File: src/rtl/exec_unit.sv
// ---------------------------------------------------------------------------
// exec_unit -- single-issue execute stage with registered writeback.
//
// Simple ALU ops (add/sub/and/or/xor/sll/srl) complete in one cycle.
// op_mul is an iterative shift-add multiply: one step per cycle for DATA_W
// cycles, returning the low DATA_W bits of the product.
//
// Optional feature macro: EXEC_MUL_EN
//   defined   : MUL state, step counter and multiply datapath are built.
//   undefined : op_mul is treated exactly like op_none; busy_o is tied to 0.
//
// fur_sig_i field layout (MSB -> LSB), total DATA_W+REG_AW+6 bits:
//   [DATA_W+REG_AW+5]                 alu_s1_font (1 = operand B is imm)
//   [DATA_W+REG_AW+4 : DATA_W+REG_AW+1] alu_opcode (4 bits)
//   [DATA_W+REG_AW]                   wb_wr
//   [DATA_W+REG_AW-1 : DATA_W]         reg_dst
//   [DATA_W-1 : 0]                     imm
// Opcode encoding: 0 none, 1 add, 2 sub, 3 and, 4 or, 5 xor, 6 sll, 7 srl,
//                  8 mul, others behave as none.
//
// Ports:
//   clk          rising-edge clock
//   arstn        synchronous active-low reset
//   op_a_i       register operand 1
//   op_b_i       register operand 2
//   fur_sig_i    registered control bundle (layout above)
//   busy_o       stall request: the instruction presented next cycle is not
//                accepted while this is high
//   wb_valid_o   single-cycle writeback strobe
//   wb_data_o    writeback data
//   wb_addr_o    writeback register address
//   zero_o       wb_data_o == 0, registered alongside wb_data_o
//   dbg_state_o  FSM state (0 = IDLE, 1 = MUL)
//
// Handshake: an instruction is accepted in any cycle the FSM is in IDLE.
// While in MUL every input is ignored; upstream must hold off using busy_o.
// ---------------------------------------------------------------------------
module exec_unit #(
  parameter int DATA_W = 32,
  parameter int REG_AW = 5
) (
  input  logic                       clk,
  input  logic                       arstn,
  input  logic [DATA_W-1:0]          op_a_i,
  input  logic [DATA_W-1:0]          op_b_i,
  input  logic [DATA_W+REG_AW+5:0]   fur_sig_i,
  output logic                       busy_o,
  output logic                       wb_valid_o,
  output logic [DATA_W-1:0]          wb_data_o,
  output logic [REG_AW-1:0]          wb_addr_o,
  output logic                       zero_o,
  output logic                       dbg_state_o
);

  localparam int SH_W = $clog2(DATA_W);

  localparam logic [3:0] OP_ADD = 4'd1;
  localparam logic [3:0] OP_SUB = 4'd2;
  localparam logic [3:0] OP_AND = 4'd3;
  localparam logic [3:0] OP_OR  = 4'd4;
  localparam logic [3:0] OP_XOR = 4'd5;
  localparam logic [3:0] OP_SLL = 4'd6;
  localparam logic [3:0] OP_SRL = 4'd7;

  typedef enum logic {ST_IDLE = 1'b0, ST_MUL = 1'b1} state_t;

  // Control field decode
  logic [DATA_W-1:0] imm;
  logic [REG_AW-1:0] reg_dst;
  logic              wb_wr;
  logic [3:0]        opcode;
  logic              s1_font;

  assign imm     = fur_sig_i[DATA_W-1:0];
  assign reg_dst = fur_sig_i[DATA_W +: REG_AW];
  assign wb_wr   = fur_sig_i[DATA_W+REG_AW];
  assign opcode  = fur_sig_i[DATA_W+REG_AW+1 +: 4];
  assign s1_font = fur_sig_i[DATA_W+REG_AW+5];

  logic [DATA_W-1:0] opnd_b;
  assign opnd_b = s1_font ? imm : op_b_i;

  logic is_alu;
  assign is_alu = (opcode >= OP_ADD) && (opcode <= OP_SRL);

  // Single-cycle ALU
  logic [DATA_W-1:0] alu_res;
  always_comb begin
    alu_res = '0;
    case (opcode)
      OP_ADD:  alu_res = op_a_i + opnd_b;
      OP_SUB:  alu_res = op_a_i - opnd_b;
      OP_AND:  alu_res = op_a_i & opnd_b;
      OP_OR:   alu_res = op_a_i | opnd_b;
      OP_XOR:  alu_res = op_a_i ^ opnd_b;
      OP_SLL:  alu_res = op_a_i << opnd_b[SH_W-1:0];
      OP_SRL:  alu_res = op_a_i >> opnd_b[SH_W-1:0];
      default: alu_res = '0;
    endcase
  end

  state_t state_q;

`ifdef EXEC_MUL_EN
  localparam logic [3:0] OP_MUL = 4'd8;
  localparam logic [SH_W-1:0] CNT_LAST = SH_W'(DATA_W-1);

  state_t            state_d;
  logic [SH_W-1:0]   cnt_q, cnt_d;
  logic [DATA_W-1:0] mul_a_q, mul_a_d;
  logic [DATA_W-1:0] mul_b_q, mul_b_d;
  logic [DATA_W-1:0] acc_q, acc_d;
  logic [REG_AW-1:0] mul_dst_q, mul_dst_d;
  logic              mul_wr_q, mul_wr_d;
  logic              is_mul;
  logic              mul_last;
  logic [DATA_W-1:0] mul_res;

  assign is_mul   = (opcode == OP_MUL);
  assign mul_last = (cnt_q == CNT_LAST);
  // Accumulator after this cycle's step: A is pre-shifted, B consumed LSB first.
  assign mul_res  = acc_q + (mul_b_q[0] ? mul_a_q : '0);

  // State register
  always_ff @(posedge clk) begin
    if (!arstn) begin
      state_q   <= ST_IDLE;
      cnt_q     <= '0;
      mul_a_q   <= '0;
      mul_b_q   <= '0;
      acc_q     <= '0;
      mul_dst_q <= '0;
      mul_wr_q  <= 1'b0;
    end else begin
      state_q   <= state_d;
      cnt_q     <= cnt_d;
      mul_a_q   <= mul_a_d;
      mul_b_q   <= mul_b_d;
      acc_q     <= acc_d;
      mul_dst_q <= mul_dst_d;
      mul_wr_q  <= mul_wr_d;
    end
  end

  // Next-state logic
  always_comb begin
    state_d   = state_q;
    cnt_d     = cnt_q;
    mul_a_d   = mul_a_q;
    mul_b_d   = mul_b_q;
    acc_d     = acc_q;
    mul_dst_d = mul_dst_q;
    mul_wr_d  = mul_wr_q;
    case (state_q)
      ST_IDLE: begin
        if (is_mul) begin
          state_d   = ST_MUL;
          cnt_d     = '0;
          mul_a_d   = op_a_i;
          mul_b_d   = opnd_b;
          acc_d     = '0;
          mul_dst_d = reg_dst;
          mul_wr_d  = wb_wr;
        end
      end
      ST_MUL: begin
        acc_d   = mul_res;
        mul_a_d = mul_a_q << 1;
        mul_b_d = mul_b_q >> 1;
        if (mul_last) begin
          state_d = ST_IDLE;
          cnt_d   = '0;
        end else begin
          cnt_d = cnt_q + SH_W'(1);
        end
      end
      default: state_d = ST_IDLE;
    endcase
  end

  // Output logic: stall while a multiply is being accepted or still has
  // more than its final step to run.
  always_comb begin
    busy_o = 1'b0;
    if (arstn) begin
      case (state_q)
        ST_IDLE: busy_o = is_mul;
        ST_MUL:  busy_o = !mul_last;
        default: busy_o = 1'b0;
      endcase
    end
  end
`else
  assign state_q = ST_IDLE;
  assign busy_o  = 1'b0;
`endif

  // Writeback registers
  logic              wb_valid_q, wb_valid_d;
  logic [DATA_W-1:0] wb_data_q, wb_data_d;
  logic [REG_AW-1:0] wb_addr_q, wb_addr_d;
  logic              zero_q, zero_d;

  always_comb begin
    wb_valid_d = 1'b0;
    wb_data_d  = wb_data_q;
    wb_addr_d  = wb_addr_q;
    zero_d     = zero_q;
    if ((state_q == ST_IDLE) && is_alu) begin
      wb_valid_d = wb_wr;
      wb_data_d  = alu_res;
      wb_addr_d  = reg_dst;
      zero_d     = (alu_res == '0);
    end
`ifdef EXEC_MUL_EN
    else if ((state_q == ST_MUL) && mul_last) begin
      wb_valid_d = mul_wr_q;
      wb_data_d  = mul_res;
      wb_addr_d  = mul_dst_q;
      zero_d     = (mul_res == '0);
    end
`endif
  end

  always_ff @(posedge clk) begin
    if (!arstn) begin
      wb_valid_q <= 1'b0;
      wb_data_q  <= '0;
      wb_addr_q  <= '0;
      zero_q     <= 1'b1;
    end else begin
      wb_valid_q <= wb_valid_d;
      wb_data_q  <= wb_data_d;
      wb_addr_q  <= wb_addr_d;
      zero_q     <= zero_d;
    end
  end

  assign wb_valid_o  = wb_valid_q;
  assign wb_data_o   = wb_data_q;
  assign wb_addr_o   = wb_addr_q;
  assign zero_o      = zero_q;
  assign dbg_state_o = state_q;

endmodule

File: config.mk
export PLATFORM = sky130hd
export DESIGN_NAME = exec_unit
export DESIGN_NICKNAME = d
export VERILOG_FILES = /design/src/rtl/exec_unit.sv
export SDC_FILE = /design/constraint.sdc
export NUM_CORES = 1
export LEC_CHECK = 0
export ABC_AREA = 0
export CAP_MARGIN = 25
export CORE_MARGIN = 2
export CORE_UTILIZATION = 35
export DETAILED_ROUTE_END_ITERATION = 7
export MAX_ROUTING_LAYER = met4
export PLACE_DENSITY_LB_ADDON = 0.15
export SLEW_MARGIN = 10
export SYNTH_ARGS = -nofsm -noshare
export SYNTH_HDL_FRONTEND = slang
export SYNTH_SLANG_ARGS = --single-unit
File: constraint.sdc
create_clock -name clk -period 16.8 [get_ports clk]
set_clock_uncertainty 0.1 [all_clocks]
set_input_delay 2.52 -clock clk [delete_from_list [all_inputs] [get_ports clk]]
set_output_delay 2.52 -clock clk [all_outputs]
set_load 0.02 [all_outputs]
==> results of run 1 <==
through the flow:
stage          hold slack (ns)  setup WS [ns]  cells  area [µm²]
2_1_floorplan            0.430           8.99   1280        9690
3_3_place_gp             0.342           7.70   1693       11400
3_5_place_dp             0.345           7.74   1693       11400
4_1_cts                  0.353           8.01   1701       11500
5_1_grt                  0.376           7.54   1701       11500
6_report                 0.354           7.81   1701       11500
area by class of cell:
type	count	area, µm²	area share
multi-input cells	1072	8240	0.715
repair buffers	171	1650	0.143
flip-flops and latches	39	781	0.0678
well taps	341	427	0.0371
inverters	70	268	0.0233
clock buffers	8	156	0.0136
power breakdown:
group | switching, W | internal (W) | leakage [nW]
Sequential | 0.00000470 | 0.000102 | 0.320
Combinational | 0.000280 | 0.000174 | 4.36
Clock | 0.0000360 | 0.0000632 | 0.0772
Total | 0.000321 | 0.000339 | 4.75
critical path, cell delays in order:
cell      delay [ns]
buf_2           0.07
buf_4           0.58
mux2i_4         0.32
buf_4           0.39
nand2_1         0.27
or3_1           0.58
nor3_1          0.49
a21oi_1         0.17
xnor2_1         0.15
ha_1            0.50
nand4_1         0.16
nor4_1          0.63
nand3_1         0.26
nand4_1         0.27
o22ai_1         0.16
xnor2_1         0.15
a221oi_1        0.47
nand3_1         0.16
nor4_2          0.30
nand4_1         0.14
o41ai_2         0.27
final timing paths:
kind / to / slack (ns) / depth (start not counted)
worst max-delay path: zero_o$_SDFFE_PN1P_ / 7.81 / 21
worst min-delay path: wb_data_o[10]$_SDFFE_PN0P_ / 0.35 / 2
worst max register to register: wb_data_o[31]$_SDFFE_PN0P_ / 15.92 / 3
worst min register to register: wb_data_o[10]$_SDFFE_PN0P_ / 0.35 / 2
synthesized netlist by cell type, types with 34 or more instances:
library cell    n
nand2_1       144
mux2i_1       108
nor2_1        106
a21oi_1        98
ha_1           98
o21ai_0        71
inv_1          64
clkbuf_1       58
xnor2_1        44
mux4_2         40
dfxtp_1        39
a221oi_1       37
nand3_1        34
sequential cells by signal (all words and copies together) (netlist names):
register,flops
wb_data_o,32
wb_addr_o,5
wb_valid_o,1
zero_o,1
metal layers:
metal | vias up | GRT usage
li1 | 4954 | -
met5 | - | -
met3 | 95 | 0.0347
met1 | 5408 | 0.439
met2 | 685 | 0.510
met4 | 0 | 0.112
kinds of logic (layout without fill, tap and decap cells):
family	count (synthesis)	count (layout)	synth area share
buffers and inverters	169	249	0.0752
AOI/OAI and AO/OA	367	367	0.251
DFF	39	39	0.0806
and+or+nand+nor	388	388	0.186
other	1	2	0.000387
adders and majority gates	99	99	0.129
xor gates and xnor gates	53	53	0.0479
muxes	163	163	0.230
==> metrics.md, run 1 <==
| Metric | Value |
|---|---|
| N_diodes | `0` |
| Startpoint Class | `input port` |
| I/O pins | `150` |
| Main flop type after synthesis | `dfxtp_1` |
| First-pass GRT wire length | `69,000 µm` |
| Total power | `around 0.00066 W` |
| Met3 wire length | `~3700 µm` |
| Post-synthesis sequential area ratio | `0.0806` |
| Congestion Overflow GR | `0` |
| Worst Hold Launch | `wb_data_o[10]$_SDFFE_PN0P_` |
| Slew Viols, Final | `0` |
| Root Driver | `clkbuf_16` |
| Worst-Margin Slew | `roughly 1.1 ns` |
| Util after Layout | `0.426` |
| Drt total wl | `about 47,000 µm` |
| Pre-Repair DR Iteration Count | `6` |
| DR vias | `around 11,000` |
| CP Data Arrival Time | `9.08 ns` |
| DR WL met2 | `about 21,000 µm` |
| DR vias/cell | `approximately 6.6` |
| Die width | `170 µm` |
| Synth unique cells | `79` |
| Max cap viols | `0` |
| Largest cells by area after synthesis | `ha_1 (13%), mux2i_1 (11%), mux4_2 (9.3%)` |
| Final setup fails | `0` |
| Largest area contributor in the netlist | `ha_1` |
| Period utilization | `0.535` |
| Yosys reg bits | `39` |
| Initial core utilization | `0.358` |
| RD Place Congestion | `1.10` |
| M1 WL | `approximately 20,000 µm` |
| Final Hold Fails | `0` |
| Path type of the worst min-delay path | `register to register` |
| RSZ-0062 raised after global routing | `false` |
| Synth async-reset ratio | `0` |
| PortBufs | `between 100 and 150` |
| Status | `complete, no violations` |
| Syn Inst Count | `between 1,000 and 1,500` |
| Tmin final | `roughly 9.0 ns` |
| Setup TNS | `0 ns` |
| Placement Rows | `60` |
| Yosys synthesis warning count | `0` |
| Highest Clock Rate | `0.111 GHz` |
| Post_cts resized | `0` |
| Top Metal Used | `met4` |
| Worst-path fanout max | `42` |
| Bufs on Longest Clock Path | `2` |
| Fillers | `roughly 2,800` |
| Slew Limit Headroom | `0.231` |
| # Post-CTS Setup Buffers | `0` |
| Die H | `170 µm` |
| H-tree levels | `2` |
| Commonest non-fill, non-tap cells in the layout | `clkdlybuf4s50_1 (146), nand2_1 (144), mux2i_1 (106), nor2_1 (106)` |
| Initial antenna violation count | `0` |
| Routed length per instance | `~27 µm` |
| Clock sink count | `39` |
| Largest net degree at the start of global routing | `55` |
| Worst-skew pair later-pin latency | `between 0.2 and 0.3 ns` |
| Leak | `4.75 nW` |
| CTS tree | `done` |
| Layout cells sized above 1 | `0.0801` |
| Core Box Area | `27,000 µm²` |
| EDFF count, synth | `0` |
| DRC violation total after the first TritonRoute iteration | `1,355` |
| Antenna Nets Post-Route | `0` |
| Area of the mapped netlist | `9680 µm²` |
| Worst Setup SP | `fur_sig_i[42]` |
| Most common cell after layout, fill and taps aside | `clkdlybuf4s50_1` |
| Top cell type's share of synthesized area | `0.127` |
| Number of global-route vias before repair | `10,500` |
| Hpwl dp | `36,800 µm` |
| Area delta synth->final | `18.9%` |
| VDD IR max | `57.6 µV` |
| Pwr Density | `57.3 nW/µm²` |
| Total die area | `29,000 µm²` |
| Global Route Usage Sum | `0.326` |
| Drt drc | `0` |
| Reg2Reg Launch Point | `wb_data_o[31]$_SDFFE_PN0P_` |
| CTS Hold Bufs | `0` |
| Worst setup path class | `input port to register` |
| Reg clk slew, reported paths | `0.06 ns` |
| Crit. End Element | `register` |
| CTS Buf Count | `5` |
| Worst path required time | `~17 ns` |
| Syn Area/Cell | `between 7 and 8 µm²` |
| Fin nets | `1,567` |
No activity file was read; power rests on OpenSTA's default activity.
==> run 2: changes to the inputs <==
Clock period 16.8 ns to 7.7 ns, I/O delays scaled along.
==> run 2 against run 1 <==
Combinational power up 120%. Sequential power is 120% higher. Count of clock-buffer cells in the layout fell by 2. Critical path type unchanged. Largest cell class unchanged.
==> metrics.md, run 2 (same netlist as run 1, synthesis figures left out) <==
| Metric | Value |
|---|---|
| Status | `complete, no violations` |
| CP Data Arrival Time | `7.31 ns` |
| Path type of the worst min-delay path | `register to register` |
| CTS Buf Count | `5` |
| Design Area, Final | `~12,000 µm²` |
| Most common cell after layout, fill and taps aside | `clkdlybuf4s50_1` |
| Slew Limit Headroom | `0.366` |
| Worst-skew pair later-pin latency | `around 0.28 ns` |
| I/O pins | `150` |
| Global Route Usage Sum | `0.341` |
| Pwr Density | `between 100 and 150 nW/µm²` |
| VDD IR max | `around 84 µV` |
| Final setup fails | `0` |
| Max cap viols | `0` |
| Slew Viols, Final | `0` |
| First-pass GRT wire length | `70,900 µm` |
| Startpoint Class | `input port` |
| Pre-Repair DR Iteration Count | `6` |
| Die H | `about 170 µm` |
| Dpl cell area | `between 10,000 and 15,000 µm²` |
| RSZ-0062 raised after global routing | `false` |
| Largest register FFs | `32` |
| Bufs on Longest Clock Path | `2` |
| CTS tree | `done` |
| Number of global-route vias before repair | `roughly 10,000` |
| Tmin final | `approximately 7 ns` |
| Initial core utilization | `0.358` |
| Placement Rows | `60` |
| Worst setup path class | `input port to register` |
| Util after Layout | `0.428` |
| Final Hold Fails | `0` |
| Routed length per instance | `roughly 28 µm` |
| Crit. End Element | `register` |
| Largest net degree at the start of global routing | `between 50 and 60` |
| Area delta synth->final | `19.6%` |
| Leak | `around 4.8 nW` |
| Total die area | `slightly below 30,000 µm²` |
| DR vias/cell | `around 6.5` |
| Die width | `170 µm` |
| Initial antenna violation count | `0` |
| Worst path required time | `about 7.8 ns` |
| Fin nets | `around 1,600` |
| Worst-path fanout max | `22` |
| Setup TNS | `0 ns` |
| RD Place Congestion | `between 1 and 1.5` |
| Reg clk slew, reported paths | `about 0.060 ns` |
| Commonest non-fill, non-tap cells in the layout | `clkdlybuf4s50_1 (146), nand2_1 (144), mux2i_1 (106), nor2_1 (106)` |
| Drt drc | `0` |
| DR vias | `around 11,000` |
| Clock sink count | `39` |
| Drt total wl | `a little under 50,000 µm` |
| N_diodes | `0` |
| Core Box Area | `27,000 µm²` |
| Root Driver | `clkbuf_16` |
| H-tree levels | `2` |
| Layout cells sized above 1 | `0.0869` |
| Period utilization | `0.937` |
| PortBufs | `approximately 150` |
| Congestion Overflow GR | `0` |
| Antenna Nets Post-Route | `0` |
| DRC violation total after the first TritonRoute iteration | `roughly 1,300` |
| Highest Clock Rate | `between 0.1 and 0.15 GHz` |
| Worst-Margin Slew | `0.939 ns` |
| Hpwl dp | `~39,000 µm` |
==> run 2: changes by cell type in the layout (fill, tap and decap cells not counted) <==
cell	delta
clkbuf_8	-1
clkinv_2	+1
clkbuf_1	-1
buf_4	+10
clkbuf_4	+1
buf_2	-1
==> run 2: final timing paths <==
kind / startpoint / end / slack [ns] / cells past startpoint
max: fur_sig_i[42] / zero_o$_SDFFE_PN1P_ / 0.49 / 22
min: wb_data_o[10]$_SDFFE_PN0P_ / wb_data_o[10]$_SDFFE_PN0P_ / 0.35 / 2
max reg2reg: wb_data_o[31]$_SDFFE_PN0P_ / wb_data_o[31]$_SDFFE_PN0P_ / 6.84 / 3
min reg2reg: wb_data_o[10]$_SDFFE_PN0P_ / wb_data_o[10]$_SDFFE_PN0P_ / 0.35 / 2
==> run 2: worst max-delay path, cell delays in order <==
cell,delay (ns)
clkbuf_4,0.37
buf_4,0.45
mux2i_4,0.32
ha_1,0.24
nand3_1,0.23
or2_2,0.37
nor2_1,0.24
nand3_1,0.17
o21ai_0,0.25
xnor2_1,0.10
ha_1,0.47
nand4_1,0.16
nor4_1,0.51
nand3_1,0.22
nand4_1,0.30
mux2i_1,0.40
nand3_1,0.18
nor4_1,0.23
nand4bb_1,0.22
nor4_2,0.26
nand4_1,0.14
o41ai_2,0.27
==> run 2: area by class of cell <==
cell class | count | area, µm²
fillers | 2817 | 15400
repair buffers | 181 | 1720
multi-input cells | 1072 | 8240
flip-flops and latches | 39 | 781
well taps | 341 | 427
clock inverters | 1 | 5.00
clock buffers | 6 | 139
inverters | 70 | 268
==> run 2: where the power goes <==
group | switching, W | internal [W]
Clock | 0.0000776 | 0.000126
Sequential | 0.0000105 | 0.000222
Combinational | 0.000615 | 0.000383
Total | 0.000703 | 0.000731
==> run 2: stage by stage <==
step | hold slack (ns) | setup WS (ns) | total power, W | std cells
2_1_floorplan | 0.430 | 1.26 | 0.000842 | 1280
3_3_place_gp | 0.342 | 0.262 | 0.00122 | 1703
3_5_place_dp | 0.348 | 0.213 | 0.00121 | 1703
4_1_cts | 0.351 | 0.502 | 0.00142 | 1710
5_1_grt | 0.385 | 0.142 | 0.00151 | 1710
6_report | 0.351 | 0.485 | 0.00143 | 1710
==> run 2: timing repair <==
action                                  in CTS  in global routing
endpoints found under the setup margin       0                  1
hold buffers                                 0                  0
setup buffers                                0                  0
gates resized for setup                      0                  1
==> run 2: metal layers <==
metal  up-vias  part of all wire  GRT usage
met4         0             0.038      0.109
met1      5387              0.44      0.472
met3        77             0.078     0.0321
li1       4957                 -          -
met5         -                 0          -
met2       646              0.45      0.524
==> run 3: changes to the inputs <==
Settings changed: CELL_PAD_IN_SITES_DETAIL_PLACEMENT from default to 1, CELL_PAD_IN_SITES_GLOBAL_PLACEMENT from default to 1, CORE_MARGIN 2 to 1.
==> run 3 against run 2 <==
Setup slack better by 0.32 ns. First-iteration DRC count shrank 5.8%. Largest cell class unchanged. Core utilization rose by 0.55 points. Count of clock-buffer cells in the layout up 1. Die area down 2.3%. Maximum frequency rose by 4.7%. Critical endpoint unchanged.
==> metrics.md, run 3 (same netlist as run 1, synthesis figures left out) <==
| Metric | Value |
|---|---|
| Root Driver | `clkbuf_16` |
| VDD IR max | `76.0 µV` |
| Setup TNS | `0 ns` |
| DR vias | `between 10,000 and 15,000` |
| Worst-path fanout max | `19` |
| Final setup fails | `0` |
| Commonest non-fill, non-tap cells in the layout | `clkdlybuf4s50_1 (146), nand2_1 (144), mux2i_1 (106), nor2_1 (106)` |
| Post_cts resized | `0` |
| Slew Viols, Final | `0` |
| RSZ-0062 raised after global routing | `false` |
| First-pass GRT wire length | `77,600 µm` |
| Reg clk slew, reported paths | `roughly 0.060 ns` |
| Layout cells sized above 1 | `0.0980` |
| Slew Limit Headroom | `0.286` |
| Congestion Overflow GR | `0` |
| Drt total wl | `52,400 µm` |
| Final Hold Fails | `0` |
| Final Instance Count excl. Fillers | `approximately 1,700` |
| Max cap viols | `0` |
| Worst-skew pair later-pin latency | `0.27 ns` |
| Largest net degree at the start of global routing | `54` |
| Dpl cell area | `11,600 µm²` |
| # Post-CTS Setup Buffers | `0` |
| Initial core utilization | `0.358` |
| Die H | `168 µm` |
| Slowest stage delay, CP | `around 0.48 ns` |
| Fin nets | `between 1,500 and 2,000` |
| Drt drc | `0` |
| Total die area | `28,300 µm²` |
| Period utilization | `0.895` |
| Design Area, Final | `roughly 12,000 µm²` |
| Startpoint Class | `input port` |
| Worst-Margin Slew | `roughly 1.1 ns` |
| Routed length per instance | `30.3 µm` |
| H-tree levels | `2` |
| Highest Clock Rate | `~0.15 GHz` |
| Global Route Usage Sum | `0.381` |
| Status | `complete, no violations` |
| Largest register FFs | `32` |
| Pre-Repair DR Iteration Count | `5` |
| Core Box Area | `about 27,000 µm²` |
| Crit. End Element | `register` |
| Initial antenna violation count | `2` |
| Bufs on Longest Clock Path | `2` |
| RD Place Congestion | `1.04` |
| Hpwl dp | `about 42,000 µm` |
| Path type of the worst min-delay path | `register to register` |
| Die width | `168 µm` |
| CP Data Arrival Time | `~7 ns` |
| I/O pins | `150` |
| Area delta synth->final | `21.1%` |
| Placement Rows | `60` |
| CTS Buf Count | `5` |
| Tmin final | `slightly below 7 ns` |
| Leak | `between 4 and 5 nW` |
| PortBufs | `between 100 and 150` |
| Pwr Density | `around 130 nW/µm²` |
| Antenna Nets Post-Route | `0` |
| Slowest cell on crit path | `buf_2` |
| Worst setup path class | `input port to register` |
| Worst path required time | `around 7.8 ns` |
| Clock sink count | `39` |
| CTS Hold Bufs | `0` |
| DRC violation total after the first TritonRoute iteration | `around 1,200` |
| DR vias/cell | `roughly 6.5` |
| Placed Cells incl. Taps | `about 1,700` |
| Cell mode on critical path | `nand3_1` |
| Crit path cell chain | `buf_2 -> mux2i_4 -> ha_1 -> nand3_1 -> or2_2 -> nor2_1 -> nand3_1 -> o21ai_0 -> xnor2_1 -> ha_1 -> and3_1 -> a32oi_1 -> nand4_1 -> o22ai_1 -> xnor2_1 -> a221oi_1 -> nand3_1 -> nor4_2 -> nand4_1 -> o41ai_2` |
| Most common cell after layout, fill and taps aside | `clkdlybuf4s50_1` |
| Number of global-route vias before repair | `11,300` |
| CTS tree | `done` |
## run 3: cell types whose count changed in the layout (fill, tap and decap cells not counted), sizes merged
cell   before  now
buf        34   53
diode       0    1
## run 3: path summary, 6_finish.rpt
check | slack [ns] | to | startpoint | cells after the start
worst min register to register | 0.35 | wb_data_o[30]$_SDFFE_PN0P_ | wb_data_o[30]$_SDFFE_PN0P_ | 2
worst max-delay path | 0.81 | zero_o$_SDFFE_PN1P_ | fur_sig_i[42] | 20
worst max register to register | 6.84 | wb_data_o[31]$_SDFFE_PN0P_ | wb_data_o[31]$_SDFFE_PN0P_ | 3
worst min-delay path | 0.35 | wb_data_o[30]$_SDFFE_PN0P_ | wb_data_o[30]$_SDFFE_PN0P_ | 2
## run 3: layout make-up
cell class | count | area [µm²]
fill | 3318 | 15300
multi-input combinational | 1072 | 8240
timing repair buffer | 199 | 1880
sequential | 39 | 781
tap | 341 | 427
inverter | 70 | 268
clock buffer | 7 | 133
clock inverter | 1 | 5.00
antenna | 1 | 2.50
## run 3: critical path, delay by kind of cell
kind,cells,cell delay (ns)
compound gates,5,1.46
xor+xnor,2,0.28
fa+ha+maj,2,0.79
buf+inv,1,0.48
mux,1,0.34
simple gates,9,2.46
## run 3: stage by stage
stage	setup slack, ns	power (W)	util	hold WS (ns)
2_1_floorplan	1.26	0.000842	-	0.430
3_3_place_gp	0.746	0.00124	0.428	0.343
4_1_cts	0.896	0.00145	0.433	0.355
3_5_place_dp	0.626	0.00125	0.428	0.347
6_report	0.809	0.00147	0.434	0.355
5_1_grt	0.455	0.00154	0.434	0.374
## run 3: report_power, final
| group | switching (W) | total (W) | internal [W] |
|---|---|---|---|
| sequential | 0.0000116 | 0.000234 | 0.000222 |
| combinational | 0.000643 | 0.00104 | 0.000394 |
| clock | 0.0000758 | 0.000195 | 0.000120 |
## run 3: metal layers
| metal | global-route usage | part of all wire | up-vias |
|---|---|---|---|
| met5 | - | 0 | - |
| met4 | 0.147 | 0.046 | 0 |
| met3 | 0.0423 | 0.074 | 109 |
| met2 | 0.603 | 0.45 | 579 |
| met1 | 0.497 | 0.43 | 5555 |
| li1 | - | - | 5001 |
